--- src/rtl/bus_arbiter4_if.sv ---
// Shared-bus arbiter interface.
// Bundles the request lines, the four candidate data words and the arbiter's
// grant/select/bus outputs so both sides can be wired with one connection.
//   master modport : the arbiter, which owns the grant and drives the shared bus.
//   slave  modport : the requesting units, which raise requests, supply data and
//                    observe the grant and bus.
interface bus_arbiter4_if #(
  parameter int unsigned TAM = 16
);
  logic [3:0]     ARB_req;
  logic [TAM-1:0] ARB_in0;
  logic [TAM-1:0] ARB_in1;
  logic [TAM-1:0] ARB_in2;
  logic [TAM-1:0] ARB_in3;
  logic [3:0]     ARB_gnt;
  logic [3:0]     ARB_sel;
  logic           ARB_busy;
  logic [TAM-1:0] ARB_out;
  logic           ARB_valid;

  modport master (
    input  ARB_req,
    input  ARB_in0,
    input  ARB_in1,
    input  ARB_in2,
    input  ARB_in3,
    output ARB_gnt,
    output ARB_sel,
    output ARB_busy,
    output ARB_out,
    output ARB_valid
  );

  modport slave (
    output ARB_req,
    output ARB_in0,
    output ARB_in1,
    output ARB_in2,
    output ARB_in3,
    input  ARB_gnt,
    input  ARB_sel,
    input  ARB_busy,
    input  ARB_out,
    input  ARB_valid
  );
endinterface

--- src/rtl/bus_arbiter4.sv ---
// Four-way round-robin arbiter and sequencer for a shared TAM-bit bus.
// Picks one requester, drives a registered one-hot grant and mux select, and
// registers the selected master's word onto the shared bus one cycle later.
// Ports:
//   clk  - system clock, rising edge
//   rst  - asynchronous active-high reset
//   bus  - bus_arbiter4_if.master:
//            ARB_req[3:0]  request lines, bit i = master i
//            ARB_in0..3    data words from masters 0..3
//            ARB_gnt[3:0]  one-hot grant (registered)
//            ARB_sel[3:0]  {2'b00, granted index} (registered)
//            ARB_busy      a grant is active
//            ARB_out       registered bus data
//            ARB_valid     ARB_out carries data from a granted master
module bus_arbiter4 #(
  parameter int unsigned TAM      = 16,
  parameter int unsigned HOLD_MAX = 8
) (
  input logic           clk,
  input logic           rst,
  bus_arbiter4_if.master bus
);

  // Last cycle a contended owner may keep the grant before it must hand over.
  localparam logic [7:0] HoldLast = 8'(HOLD_MAX - 1);

  typedef enum logic [0:0] {StIdle, StGrant} state_e;

  state_e         state_q, state_d;
  logic [3:0]     gnt_q, gnt_d;
  logic [3:0]     sel_q, sel_d;
  logic           busy_q, busy_d;
  logic [7:0]     cnt_q, cnt_d;
  logic [1:0]     last_q, last_d;
  logic [TAM-1:0] out_q, out_d;
  logic           valid_q, valid_d;

  logic [3:0]     others;
  logic           own_req;
  logic [1:0]     pick_all;
  logic [1:0]     pick_oth;
  logic [TAM-1:0] mux_data;

  // Round-robin search: first asserted request starting just after 'last'
  // and wrapping through all four indices.
  function automatic logic [1:0] rr_pick(input logic [3:0] req, input logic [1:0] last);
    logic [1:0] idx;
    logic [1:0] win;
    logic       found;
    win   = last;
    found = 1'b0;
    for (int i = 1; i <= 4; i++) begin
      idx = last + 2'(i);
      if (!found && req[idx]) begin
        win   = idx;
        found = 1'b1;
      end
    end
    return win;
  endfunction

  // In GRANT the owner is the one-hot grant itself, so masking by gnt_q
  // separates the owner's request from everyone else's.
  assign own_req  = |(bus.ARB_req & gnt_q);
  assign others   = bus.ARB_req & ~gnt_q;
  assign pick_all = rr_pick(bus.ARB_req, last_q);
  assign pick_oth = rr_pick(others, last_q);

  // Bus mux driven by the registered select, so ARB_out trails ARB_gnt by one cycle.
  always_comb begin
    mux_data = bus.ARB_in0;
    unique case (sel_q[1:0])
      2'd0:    mux_data = bus.ARB_in0;
      2'd1:    mux_data = bus.ARB_in1;
      2'd2:    mux_data = bus.ARB_in2;
      2'd3:    mux_data = bus.ARB_in3;
      default: mux_data = bus.ARB_in0;
    endcase
  end

  // Next-state and grant decision.
  always_comb begin
    state_d = state_q;
    gnt_d   = gnt_q;
    sel_d   = sel_q;
    busy_d  = busy_q;
    cnt_d   = cnt_q;
    last_d  = last_q;

    unique case (state_q)
      StIdle: begin
        if (bus.ARB_req != 4'b0000) begin
          state_d = StGrant;
          gnt_d   = 4'b0001 << pick_all;
          sel_d   = {2'b00, pick_all};
          busy_d  = 1'b1;
          cnt_d   = 8'd0;
          last_d  = pick_all;
        end
      end

      StGrant: begin
        if (own_req) begin
          if (others == 4'b0000) begin
            // Uncontended ownership never times out.
            cnt_d = 8'd0;
          end else if (cnt_q == HoldLast) begin
            gnt_d  = 4'b0001 << pick_oth;
            sel_d  = {2'b00, pick_oth};
            cnt_d  = 8'd0;
            last_d = pick_oth;
          end else begin
            cnt_d = cnt_q + 8'd1;
          end
        end else if (others != 4'b0000) begin
          // Direct handover without an idle bubble.
          gnt_d  = 4'b0001 << pick_oth;
          sel_d  = {2'b00, pick_oth};
          cnt_d  = 8'd0;
          last_d = pick_oth;
        end else begin
          // Release; ARB_sel keeps its last value.
          state_d = StIdle;
          gnt_d   = 4'b0000;
          busy_d  = 1'b0;
          cnt_d   = 8'd0;
        end
      end

      default: begin
        state_d = StIdle;
        gnt_d   = 4'b0000;
        busy_d  = 1'b0;
        cnt_d   = 8'd0;
      end
    endcase
  end

  // Data path: capture only while a grant is active, otherwise hold.
  always_comb begin
    out_d   = busy_q ? mux_data : out_q;
    valid_d = busy_q;
  end

  always_ff @(posedge clk or posedge rst) begin
    if (rst) begin
      state_q <= StIdle;
      gnt_q   <= 4'b0000;
      sel_q   <= 4'b0000;
      busy_q  <= 1'b0;
      cnt_q   <= 8'd0;
      last_q  <= 2'd3;  // master 0 first after reset
      out_q   <= '0;
      valid_q <= 1'b0;
    end else begin
      state_q <= state_d;
      gnt_q   <= gnt_d;
      sel_q   <= sel_d;
      busy_q  <= busy_d;
      cnt_q   <= cnt_d;
      last_q  <= last_d;
      out_q   <= out_d;
      valid_q <= valid_d;
    end
  end

  assign bus.ARB_gnt   = gnt_q;
  assign bus.ARB_sel   = sel_q;
  assign bus.ARB_busy  = busy_q;
  assign bus.ARB_out   = out_q;
  assign bus.ARB_valid = valid_q;

endmodule
--- src/flat_wrapper.sv ---
// flat-port wrapper written by rule: the top's interface ports become plain ports
module bus_arbiter4_flat 
#(
  parameter int unsigned TAM      = 16,
  parameter int unsigned HOLD_MAX = 8
)
  (clk, rst, bus_ARB_req, bus_ARB_in0, bus_ARB_in1, bus_ARB_in2, bus_ARB_in3, bus_ARB_gnt, bus_ARB_sel, bus_ARB_busy, bus_ARB_out, bus_ARB_valid);
  bus_arbiter4_if #(.TAM(TAM)) bus_i ();
  input logic clk;
  input logic rst;
  input wire logic [$bits(bus_i.ARB_req)-1:0] bus_ARB_req;
  input wire logic [$bits(bus_i.ARB_in0)-1:0] bus_ARB_in0;
  input wire logic [$bits(bus_i.ARB_in1)-1:0] bus_ARB_in1;
  input wire logic [$bits(bus_i.ARB_in2)-1:0] bus_ARB_in2;
  input wire logic [$bits(bus_i.ARB_in3)-1:0] bus_ARB_in3;
  output wire logic [$bits(bus_i.ARB_gnt)-1:0] bus_ARB_gnt;
  output wire logic [$bits(bus_i.ARB_sel)-1:0] bus_ARB_sel;
  output wire logic [$bits(bus_i.ARB_busy)-1:0] bus_ARB_busy;
  output wire logic [$bits(bus_i.ARB_out)-1:0] bus_ARB_out;
  output wire logic [$bits(bus_i.ARB_valid)-1:0] bus_ARB_valid;
  assign bus_i.ARB_req = bus_ARB_req;
  assign bus_i.ARB_in0 = bus_ARB_in0;
  assign bus_i.ARB_in1 = bus_ARB_in1;
  assign bus_i.ARB_in2 = bus_ARB_in2;
  assign bus_i.ARB_in3 = bus_ARB_in3;
  assign bus_ARB_gnt = bus_i.ARB_gnt;
  assign bus_ARB_sel = bus_i.ARB_sel;
  assign bus_ARB_busy = bus_i.ARB_busy;
  assign bus_ARB_out = bus_i.ARB_out;
  assign bus_ARB_valid = bus_i.ARB_valid;
  bus_arbiter4 #(.TAM(TAM), .HOLD_MAX(HOLD_MAX)) u_core (.clk(clk), .rst(rst), .bus(bus_i));
endmodule
--- config.mk ---
export PLATFORM = sky130hd
export DESIGN_NAME = bus_arbiter4_flat
export DESIGN_NICKNAME = d
export VERILOG_FILES = /design/src/rtl/bus_arbiter4_if.sv /design/src/rtl/bus_arbiter4.sv /design/src/flat_wrapper.sv
export SDC_FILE = /design/constraint.sdc
export NUM_CORES = 1
export LEC_CHECK = 0
export ABC_CLOCK_PERIOD_IN_PS = 1600
export BUFFER_PORTS_ARGS = -buffer_cell sky130_fd_sc_hd__buf_2
export CORE_MARGIN = 2
export CORE_UTILIZATION = 42
export DETAILED_ROUTE_END_ITERATION = 10
export GPL_TIMING_DRIVEN = 0
export MAX_ROUTING_LAYER = met4
export PLACE_DENSITY = 0.77
export SLEW_MARGIN = 20
export SYNTH_ARGS = -nofsm -noshare
export SYNTH_HDL_FRONTEND = slang
export SYNTH_SLANG_ARGS = --single-unit
--- constraint.sdc ---
create_clock -name clk -period 1.6 [get_ports clk]
set_input_delay 0.24 -clock clk [delete_from_list [all_inputs] [get_ports clk]]
set_output_delay 0.24 -clock clk [all_outputs]
set_load 0.005 [all_outputs]
## After elaboration in Yosys (flattened, before gate mapping)

Index checks and enable logic that the tools add are counted.

- $add $sub $neg: 4
- Order comparisons: 4
- Equal/unequal tests: 10
- Shift-type cells: 2
- Mux-type cells: 62
- Bitwise gates (word level): 4
- Reductions and logical operators: 20

Operators with widths:

| kind | number |
|---|---|
| $pmux W16 S4 | 1 |
| $mux W4 | 10 |
| $mux W8 | 4 |
| $mux W2 | 13 |
| $mux W1 | 20 |
| $bmux W1 S2 | 8 |
| $pmux W4 S2 | 2 |
| $pmux W8 S2 | 1 |
| $lt A2 B3 Y1 const B | 4 |
| $ne A3 B3 Y1 const B | 3 |
| $add A8 B1 Y8 const B | 1 |
| $and A4 B4 Y4 | 2 |
| $eq A8 B3 Y1 const B | 1 |
| $reduce_bool A4 Y1 | 2 |
| $shl A1 B2 Y4 const A | 2 |
| $logic_and A1 B1 Y1 | 6 |
| $logic_not A1 Y1 | 6 |
| $reduce_and A3 Y1 | 2 |
| $add A2 B2 Y2 const B | 2 |
| $eq A2 B2 Y1 const B | 2 |
| $logic_not A4 Y1 | 1 |
| $ne A2 B2 Y1 const B | 2 |
| $not A4 Y4 | 1 |
| $pmux W1 S2 | 2 |
| 8 further kinds | 8 |

- Register bits: 37
- Input port bits: 70
- Output and inout port bits: 26
- Logic and storage cells: 114

## Logic depth before layout (Yosys ltp)

Gate-level depths: netlist (run 1).

- Depth in word-level cells: 19
- Mapped depth: 7
- Gate-level depth less buffers: 6

## Worst setup path after synthesis (run 1)

No wires, ideal clock.

- Path type: reg2reg
- From: register u_core.sel_q[0] (netlist: u_core.bus.ARB_sel[0])
- To: register u_core.out_q[0] (netlist: u_core.bus.ARB_out[0])
- Library setup time: 125 ps
- Data arrival time: 1665 ps
- Data required time: 1475 ps
- Setup slack: -189 ps
- Stages on the path, launching flop included: 5
- Path buffers: 2
- Clock period less this slack: 1789 ps
- Path through: dfrtp_1 buf_2 buf_2 mux4_2 mux2_2

- Longest elaborated chain between the ends: 2
- Elaborated cells between the ends (all ways): 5
- Classes of those cells: 3 x eq/ne; 1 x mux; 1 x reduce/logical

Ends and longest elaborated chain:

| element | RTL line | source |
|---|---|---|
| start: declaration | bus_arbiter4.sv:31 | `logic [3:0] sel_q, sel_d;` |
| start signal: assignment | bus_arbiter4.sv:158 | `sel_q <= sel_d;` |
| $eq A2 B2 Y1 (tied with other cells) | bus_arbiter4.sv:72 | `unique case (sel_q[1:0])` |
| $pmux W16 S4 * | bus_arbiter4.sv:72 |  |
| end signal: assignment | bus_arbiter4.sv:162 | `out_q <= out_d;` |
| end: declaration | bus_arbiter4.sv:35 | `logic [TAM-1:0] out_q, out_d;` |

Mark *: on every way between the ends. The rest lies on a longest branch, timed or not.
A chain may end at the register's enable or synchronous reset.

## Final worst setup path (run 1)

- From: register u_core.gnt_q[2] (netlist: u_core.bus.ARB_gnt[2])
- To: register u_core.gnt_q[3] (netlist: u_core.bus.ARB_gnt[3])

- Longest elaborated chain between the ends: 19
- Elaborated cells between the ends (all ways): 36
- Classes of those cells: 2 x eq/ne; 1 x shift; 20 x mux; 3 x bitwise; 10 x reduce/logical

Ends and longest elaborated chain:

| element | RTL line | source |
|---|---|---|
| start: declaration | bus_arbiter4.sv:30 | `logic [3:0] gnt_q, gnt_d;` |
| start signal: assignment | bus_arbiter4.sv:157 | `gnt_q <= gnt_d;` |
| $not A4 Y4 | bus_arbiter4.sv:65 | `assign others = bus.ARB_req & ~gnt_q;` |
| $and A4 B4 Y4 | bus_arbiter4.sv:65 |  |
| $bmux W1 S2 | bus_arbiter4.sv:54 | `if (!found && req[idx]) begin` |
| $mux W1 (not written as such) | bus_arbiter4.sv:54 |  |
| $mux W1 | bus_arbiter4.sv:54 |  |
| $logic_not A1 Y1 | bus_arbiter4.sv:54 |  |
| $logic_and A1 B1 Y1 | bus_arbiter4.sv:54 |  |
| $mux W1 | bus_arbiter4.sv:54 |  |
| [3 not listed] | -- |  |
| $logic_not A1 Y1 | bus_arbiter4.sv:54 |  |
| $logic_and A1 B1 Y1 | bus_arbiter4.sv:54 |  |
| $mux W2 | bus_arbiter4.sv:54 |  |
| $shl A1 B2 Y4 | bus_arbiter4.sv:108, bus_arbiter4.sv:117 |  |
| $mux W4 | bus_arbiter4.sv:107 | `end else if (cnt_q == HoldLast) begin` |
| $mux W4 | bus_arbiter4.sv:104 | `if (others == 4'b0000) begin` |
| $mux W4 | bus_arbiter4.sv:103 | `if (own_req) begin` |
| $pmux W4 S2 | bus_arbiter4.sv:90 | `unique case (state_q)` |

Parallel ways exist; a longest one is shown, timed or not. The select of a mux whose other input is x is not followed.

==> impl_results.md, run 1 <==
* Status: finished, violations left
* Failing checks: negative setup slack
* Worst Hold Class: input pin to async pin
* Layout area overhead at 49.7%
* Depth of the CTS H-tree at 2
* Clock Latency Late Sink at 290 ps
* Vias in the first global route at 1983
* Commonest cells post-synth: dfrtp_1 (33), mux2_2 (17), mux4_2 (16)
* NumNets Final at 375
* Slew @ Worst Pin at 737 ps
* Peak supply drop at 1.00 mV
* RSZ-0062 raised after global routing: yes
* Die area at 5620 um2
* M1 wire length at 2390 um
* Clock Skew at 4.21 ps
* CP required at 1760 ps
* TritonCTS clock tree: done
* 1st-pass router iterations at 4
* Setup TNS at -1270 ps
* Synth area leader: dfrtp_1
* Wire length on met2 at 3430 um
* Clock root buffer: clkbuf_8
* DR DRC count at 0
* Netlist cell types at 48
* Slew margin rel. at 0.508
* Clock Path Buffers at 2
* Hpwl dp at 4120 um
* Pin count of the biggest net entering global routing at 36
* Synth area leaders: dfrtp_1 (39%), mux4_2 (17%), mux2_2 (9.0%)
* DR vias at 2054
* Max-Cap Viols at 0
* Footprint of the multi-input gates at 1350 um2
* Total GRT Usage at 0.224
* First-pass GRT wire length at 9170 um
* Design Power at 5730 uW
* Power per cell area at 1810 nW/um2
* Crit path time final at 1810 ps
* FILL cells at 371
* Cell Area, Synth at 2120 um2
* Num ports at 96
* Final wirelength at 6310 um
* Vias per inst at 5.52
* Finish-stage setup viols at 14
* Diode count at 0
* WHS at 76.3 ps
* CP max stage delay at 520 ps
* Die X at 75.0 um
* Cts bufs inserted at 5
* CTS sink cnt at 35
* Crit path capture type: register
* Worst setup margin at -209 ps
* Drt wl/cell at 16.9 um
* Initial antenna violation count at 0
* Type of the worst setup path: register to register
* Post-CTS Hold Buffers at 0
* Ys async rst share at 1.00
* Worst-path clk slew at 80 ps
* Synthesis-stage register bit count at 35
* Slew Viols, Final at 0
* Most common cell in the netlist: dfrtp_1
* Arrival time at the worst endpoint at 1970 ps
* Cells after Synth at 181
* Core box area at 4790 um2
* Initial DRC Count at 149
* Port Buf Inserts at 93
* Area share of the largest cell type after synthesis at 0.390
* Ys Warns at 0
* DR top layer: met4
* Worst path slowest cell: or4_4
* Row count at 25
* Layout cell share with drive strength beyond 1 at 0.662
* Critical path peak fanout at 4
* FF/Latch Area at 881 um2
* Final core occ at 0.662
* Seq/Total Area, Yosys at 0.415
* Achievable Freq at 553 MHz
* Avg Cell Area, Syn at 11.7 um2
* Crit start category: register
* Post-DRT Antenna Nets at 0
* Worst slack, placed at -265 ps
* Cell chain of the critical path: and2b_4 > or4_4 > a21o_1 > buf_4 > nand3b_1 > a31oi_1
* Post-route clock period utilization at 1.13
* Final hold violations at 0
* Leak at 0.00144 uW
* DR WL met3 at 339 um
* Gr ovfl total at 0
* Die Ht at 75.0 um
* Main synth FF type: dfrtp_1
* Placer Congestion at 0.856
* EDFF count, synth at 0
* Starting Density at 0.442
==> state kept, by name, summed over array words and instances (netlist names) <==
name                  cells
u_core.cnt_q              8
u_core.bus.ARB_gnt        4
u_core.last_q             2
u_core.bus.ARB_out       16
u_core.bus.ARB_valid      1
u_core.state_q            1
u_core.bus.ARB_busy       1
u_core.bus.ARB_sel        2
==> final timing paths <==
kind	start	endpoint	slack, ps	cells past startpoint
max in group asynchronous	rst	u_core.bus.ARB_sel[1]	1010	2
worst max register to register	u_core.bus.ARB_gnt[2]	u_core.bus.ARB_gnt[3]	-210	6
worst min-delay path	rst	u_core.bus.ARB_valid	80	2
worst min register to register	u_core.bus.ARB_out[11]	u_core.bus.ARB_out[11]	510	1
min in group clk	bus_ARB_req[0]	u_core.state_q	350	3
worst max-delay path	u_core.bus.ARB_gnt[2]	u_core.bus.ARB_gnt[3]	-210	6
==> power by group <==
| part | switching, uW | internal (uW) | leakage, uW |
|---|---|---|---|
| logic | 1500 | 1980 | 0.000980 |
| registers | 320 | 1290 | 0.000419 |
| clock network | 336 | 308 | 0.0000385 |
| total | 2160 | 3570 | 0.00144 |
==> final cells by class <==
class	instances	area share
clock inverter	1	0.00237
timing repair buffer	117	0.207
multi-input combinational	131	0.427
inverter	5	0.00672
sequential	35	0.278
clock buffer	7	0.0241
buffer	9	0.0277
tap	67	0.0265
==> metal layers <==
layer / GRT usage / vias to the layer above
met5: - / -
met4: 0.0853 / 0
met3: 0.0388 / 19
met2: 0.378 / 86
met1: 0.269 / 1020
li1: - / 929
==> logic make-up after synthesis <==
logic type / count (synthesis) / share of synthesized area
xor+xnor: 2 / 0.00828
buf+inv: 16 / 0.0343
simple gates: 53 / 0.141
other cells: 1 / 0.00177
mux: 34 / 0.266
compound gates: 39 / 0.128
flops: 35 / 0.415
fa+ha+maj: 1 / 0.00591
==> worst max-delay path: cells and delay by family, from the launching register on <==
family	cells	cell delay, ps
simple gates	3	830
flops	1	370
compound gates	2	330
buf+inv	1	140
==> metrics by stage <==
stage,cell area (um2),std cells
2_1_floorplan,2130,182
3_3_place_gp,2680,342
3_5_place_dp,2680,342
4_1_cts,2940,358
5_1_grt,3170,372
6_report,3170,372
==> layout by cell type (no fill, tap or decap), types with 3 or more instances in the layout <==
master | synthesis | layout
a21oi_1 | 4 | 4
buf_2 | 4 | 94
buf_4 | 2 | 23
buf_6 | 0 | 5
clkbuf_8 | 0 | 5
dfrtp_1 | 33 | 31
inv_1 | 5 | 3
mux2_2 | 17 | 15
mux4_2 | 16 | 16
nand2_1 | 13 | 12
nand3b_1 | 3 | 3
nand4_1 | 3 | 3
nor2_1 | 13 | 9
nor2_4 | 0 | 3
o21ai_0 | 10 | 8
==> timing repair <==
action | in CTS | in global routing
gates resized for setup | 30 | 25
setup buffers | 8 | 16
pin swaps | 15 | 15
endpoints found under the setup margin | 25 | 23
cloned | 1 | 0
Note: power is estimated with default switching activity, not from simulation.
==> run 2, diff against run 1 <==
--- a/config.mk
+++ b/config.mk
@@ -7,6 +7,7 @@
 export LEC_CHECK = 0
 export ABC_CLOCK_PERIOD_IN_PS = 1600
 export BUFFER_PORTS_ARGS = -buffer_cell sky130_fd_sc_hd__buf_2
+export CORE_ASPECT_RATIO = 0.9
 export CORE_MARGIN = 2
 export CORE_UTILIZATION = 42
 export DETAILED_ROUTE_END_ITERATION = 10
==> impl_results.md, run 2 (synthesized netlist as in run 1, its figures left out) <==
* Switching Share at 0.362 (was 0.377)
* Slew @ Worst Pin at 731 ps (was 737 ps)
* Clock Skew at 15.0 ps (was 4.21 ps)
* Crit path capture type: register (unchanged)
* DR vias at 1958 (was 2054)
* CTS sink cnt at 35 (unchanged)
* Most common cell after layout, fill and taps aside: buf_2 (unchanged)
* DR DRC count at 0 (unchanged)
* Commonest cells after routing, fill and taps aside: buf_2 (95), dfrtp_1 (31), buf_4 (20) (was buf_2 (94), dfrtp_1 (31), buf_4 (23))
* Setup TNS at -1470 ps (was -1270 ps)
* Max reg flops at 16 (unchanged)
* 1st-pass router iterations at 4 (unchanged)
* TritonCTS clock tree: done (unchanged)
* Total GRT Usage at 0.197 (was 0.224)
* Power per cell area at 1800 nW/um2 (was 1810 nW/um2)
* Slew margin rel. at 0.512 (was 0.508)
* Port Buf Inserts at 93 (unchanged)
* Vias per inst at 5.35 (was 5.52)
* Clock root buffer: clkbuf_8 (unchanged)
* Final core occ at 0.639 (was 0.662)
* Worst path slowest cell: dfstp_2 (was or4_4)
* Type of the worst setup path: register to register (unchanged)
* Worst-path clk slew at 80 ps (about the same)
* Diode count at 0 (unchanged)
* Worst setup margin at -190 ps (was -209 ps)
* Placed cell area at 2680 um2 (about the same)
* Clock share of power at 0.120 (was 0.112)
* RSZ-0062 raised after global routing: yes (unchanged)
* Final hold violations at 0 (unchanged)
* Cell chain of the critical path: clkinvlp_4 > a2bb2oi_2 > o32ai_2 > nor2_2 > or3b_1 > a31oi_1 (was and2b_4 > or4_4 > a21o_1 > buf_4 > nand3b_1 > a31oi_1)
* Layout area overhead at 46.1% (was 49.7%)
* First-pass GRT wire length at 8440 um (was 9170 um)
* CP required at 1810 ps (was 1760 ps)
* Die area at 5620 um2 (about the same)
* Bufs and invs on worst path at 1 (unchanged)
* Arrival time at the worst endpoint at 2000 ps (was 1970 ps)
* Reg-to-Reg Start: u_core.last_q[0] (was u_core.bus.ARB_gnt[2])
* Leak at 0.00140 uW (was 0.00144 uW)
* NumNets Final at 371 (was 375)
* Delay-heaviest family, CP: flip-flops (was simple AND/OR/NAND/NOR gates)
* Status: finished, violations left (unchanged)
* Pin count of the biggest net entering global routing at 36 (unchanged)
* Starting Density at 0.438 (was 0.442)
* Achievable Freq at 559 MHz (was 553 MHz)
* Gr ovfl total at 0 (unchanged)
* Clock Path Buffers at 2 (unchanged)
* Die Ht at 71.3 um (was 75.0 um)
* Depth of the CTS H-tree at 2 (unchanged)
* Layout cell share with drive strength beyond 1 at 0.648 (was 0.662)
* Clock Latency Late Sink at 290 ps (about the same)
* Crit path time final at 1790 ps (was 1810 ps)
* Initial DRC Count at 42 (was 149)
* Combinational Power Share at 0.596 (was 0.608)
* Post-DRT Antenna Nets at 0 (unchanged)
* Final wirelength at 5710 um (was 6310 um)
* CP max stage delay at 570 ps (was 520 ps)
* Critical path peak fanout at 7 (was 4)
* Worst slack, placed at -216 ps (was -265 ps)
* Vias in the first global route at 1914 (was 1983)
* Sequential Power Share at 0.284 (was 0.280)
* Drt wl/cell at 15.6 um (was 16.9 um)
* Worst-case reg-to-reg path depth at 6 (unchanged)
* Failing checks: negative setup slack (unchanged)
* Reg-to-reg endpoint: u_core.bus.ARB_gnt[1] (was u_core.bus.ARB_gnt[3])
* Cts bufs inserted at 5 (unchanged)
* Placer Congestion at 0.769 (was 0.856)
* Row count at 24 (was 25)
* Peak supply drop at 0.881 mV (was 1.00 mV)
* Num ports at 96 (unchanged)
* Design area at 3090 um2 (was 3170 um2)
* Die X at 78.8 um (was 75.0 um)
* Design Power at 5570 uW (was 5730 uW)
* Crit start category: register (unchanged)
* Worst reg-to-reg setup slack at -190 ps (was -210 ps)
* Sw Pwr at 2020 uW (was 2160 uW)
* Initial antenna violation count at 0 (unchanged)
* Slew Viols, Final at 0 (unchanged)
* Post-route clock period utilization at 1.12 (was 1.13)
* Hpwl dp at 3790 um (was 4120 um)
* Finish-stage setup viols at 14 (unchanged)
* Worst Hold Class: input pin to async pin (unchanged)
* Max-Cap Viols at 0 (unchanged)
* Core box area at 4830 um2 (was 4790 um2)
* Pint at 3550 uW (was 3570 uW)
-- run 2: changes by cell type in the layout (fill, tap and decap cells not counted), moves of 2 or more --
cell | previous run | this run
nor2_1 | 9 | 11
mux2_4 | 2 | 0
buf_6 | 5 | 1
mux2_2 | 15 | 17
buf_4 | 23 | 20
nor2_4 | 3 | 0
-- run 2: stage by stage --
step                instances  hold slack [ps]
finish                    366             77.8
global route              366              128
CTS                       351             94.4
detailed placement        340              403
global placement          340              385
floorplan                 182              393
-- run 2: routing by layer --
metal / share of wire / track usage / wire length (um) / up-vias
met5: 0 / - / 0 / -
met4: 0.010 / 0.0536 / 57 / 0
met3: 0.045 / 0.0428 / 259 / 6
met2: 0.53 / 0.343 / 3050 / 54
met1: 0.41 / 0.233 / 2350 / 977
li1: - / - / - / 921
-- run 2: worst max-delay path by stage --
stage | slack, ps | depth (start not counted) | endpoint | startpoint
detailed placement | -220 | 4 | u_core.bus.ARB_out[0] | u_core.bus.ARB_sel[1]
floorplan | -40 | 5 | u_core.bus.ARB_gnt[2] | u_core.bus.ARB_gnt[1]
global route | -280 | 6 | u_core.bus.ARB_gnt[1] | u_core.last_q[0]
global placement | -170 | 4 | u_core.bus.ARB_out[3] | u_core.bus.ARB_sel[1]
finish | -190 | 6 | u_core.bus.ARB_gnt[1] | u_core.last_q[0]
CTS | -100 | 5 | u_core.bus.ARB_gnt[2] | u_core.bus.ARB_gnt[0]
-- run 2: repair_timing --
action / in CTS / in global routing
hold buffers: 0 / 0
endpoints found under the setup margin: 25 / 24
endpoints found under the hold margin: 0 / 0
resized for setup: 17 / 26
pin swaps: 4 / 11
setup buffers: 4 / 17
-- run 2: final cells by class --
cell class | count | area [um2]
fillers | 387 | 1740
clock inverters | 1 | 8.76
well taps | 65 | 81.3
plain buffers | 9 | 85.1
inverters | 5 | 22.5
multi-input cells | 131 | 1290
repair buffers | 113 | 632
flip-flops and latches | 35 | 881
clock buffers | 7 | 86.3
-- run 2: power groups by stage --
stage,Clock (uW),Sequential (uW),Combinational [uW]
floorplan,0,1530,1800
global placement,0,1510,2500
detailed placement,0,1520,2570
CTS,682,1540,2760
global route,724,1640,3560
finish,668,1580,3320
-- run 2: worst reg2reg max path, stage by stage, from the launching register on --
cell	delay, ps
dfstp_2	570
clkinvlp_4	160
a2bb2oi_2	190
o32ai_2	130
nor2_2	130
or3b_1	380
a31oi_1	160
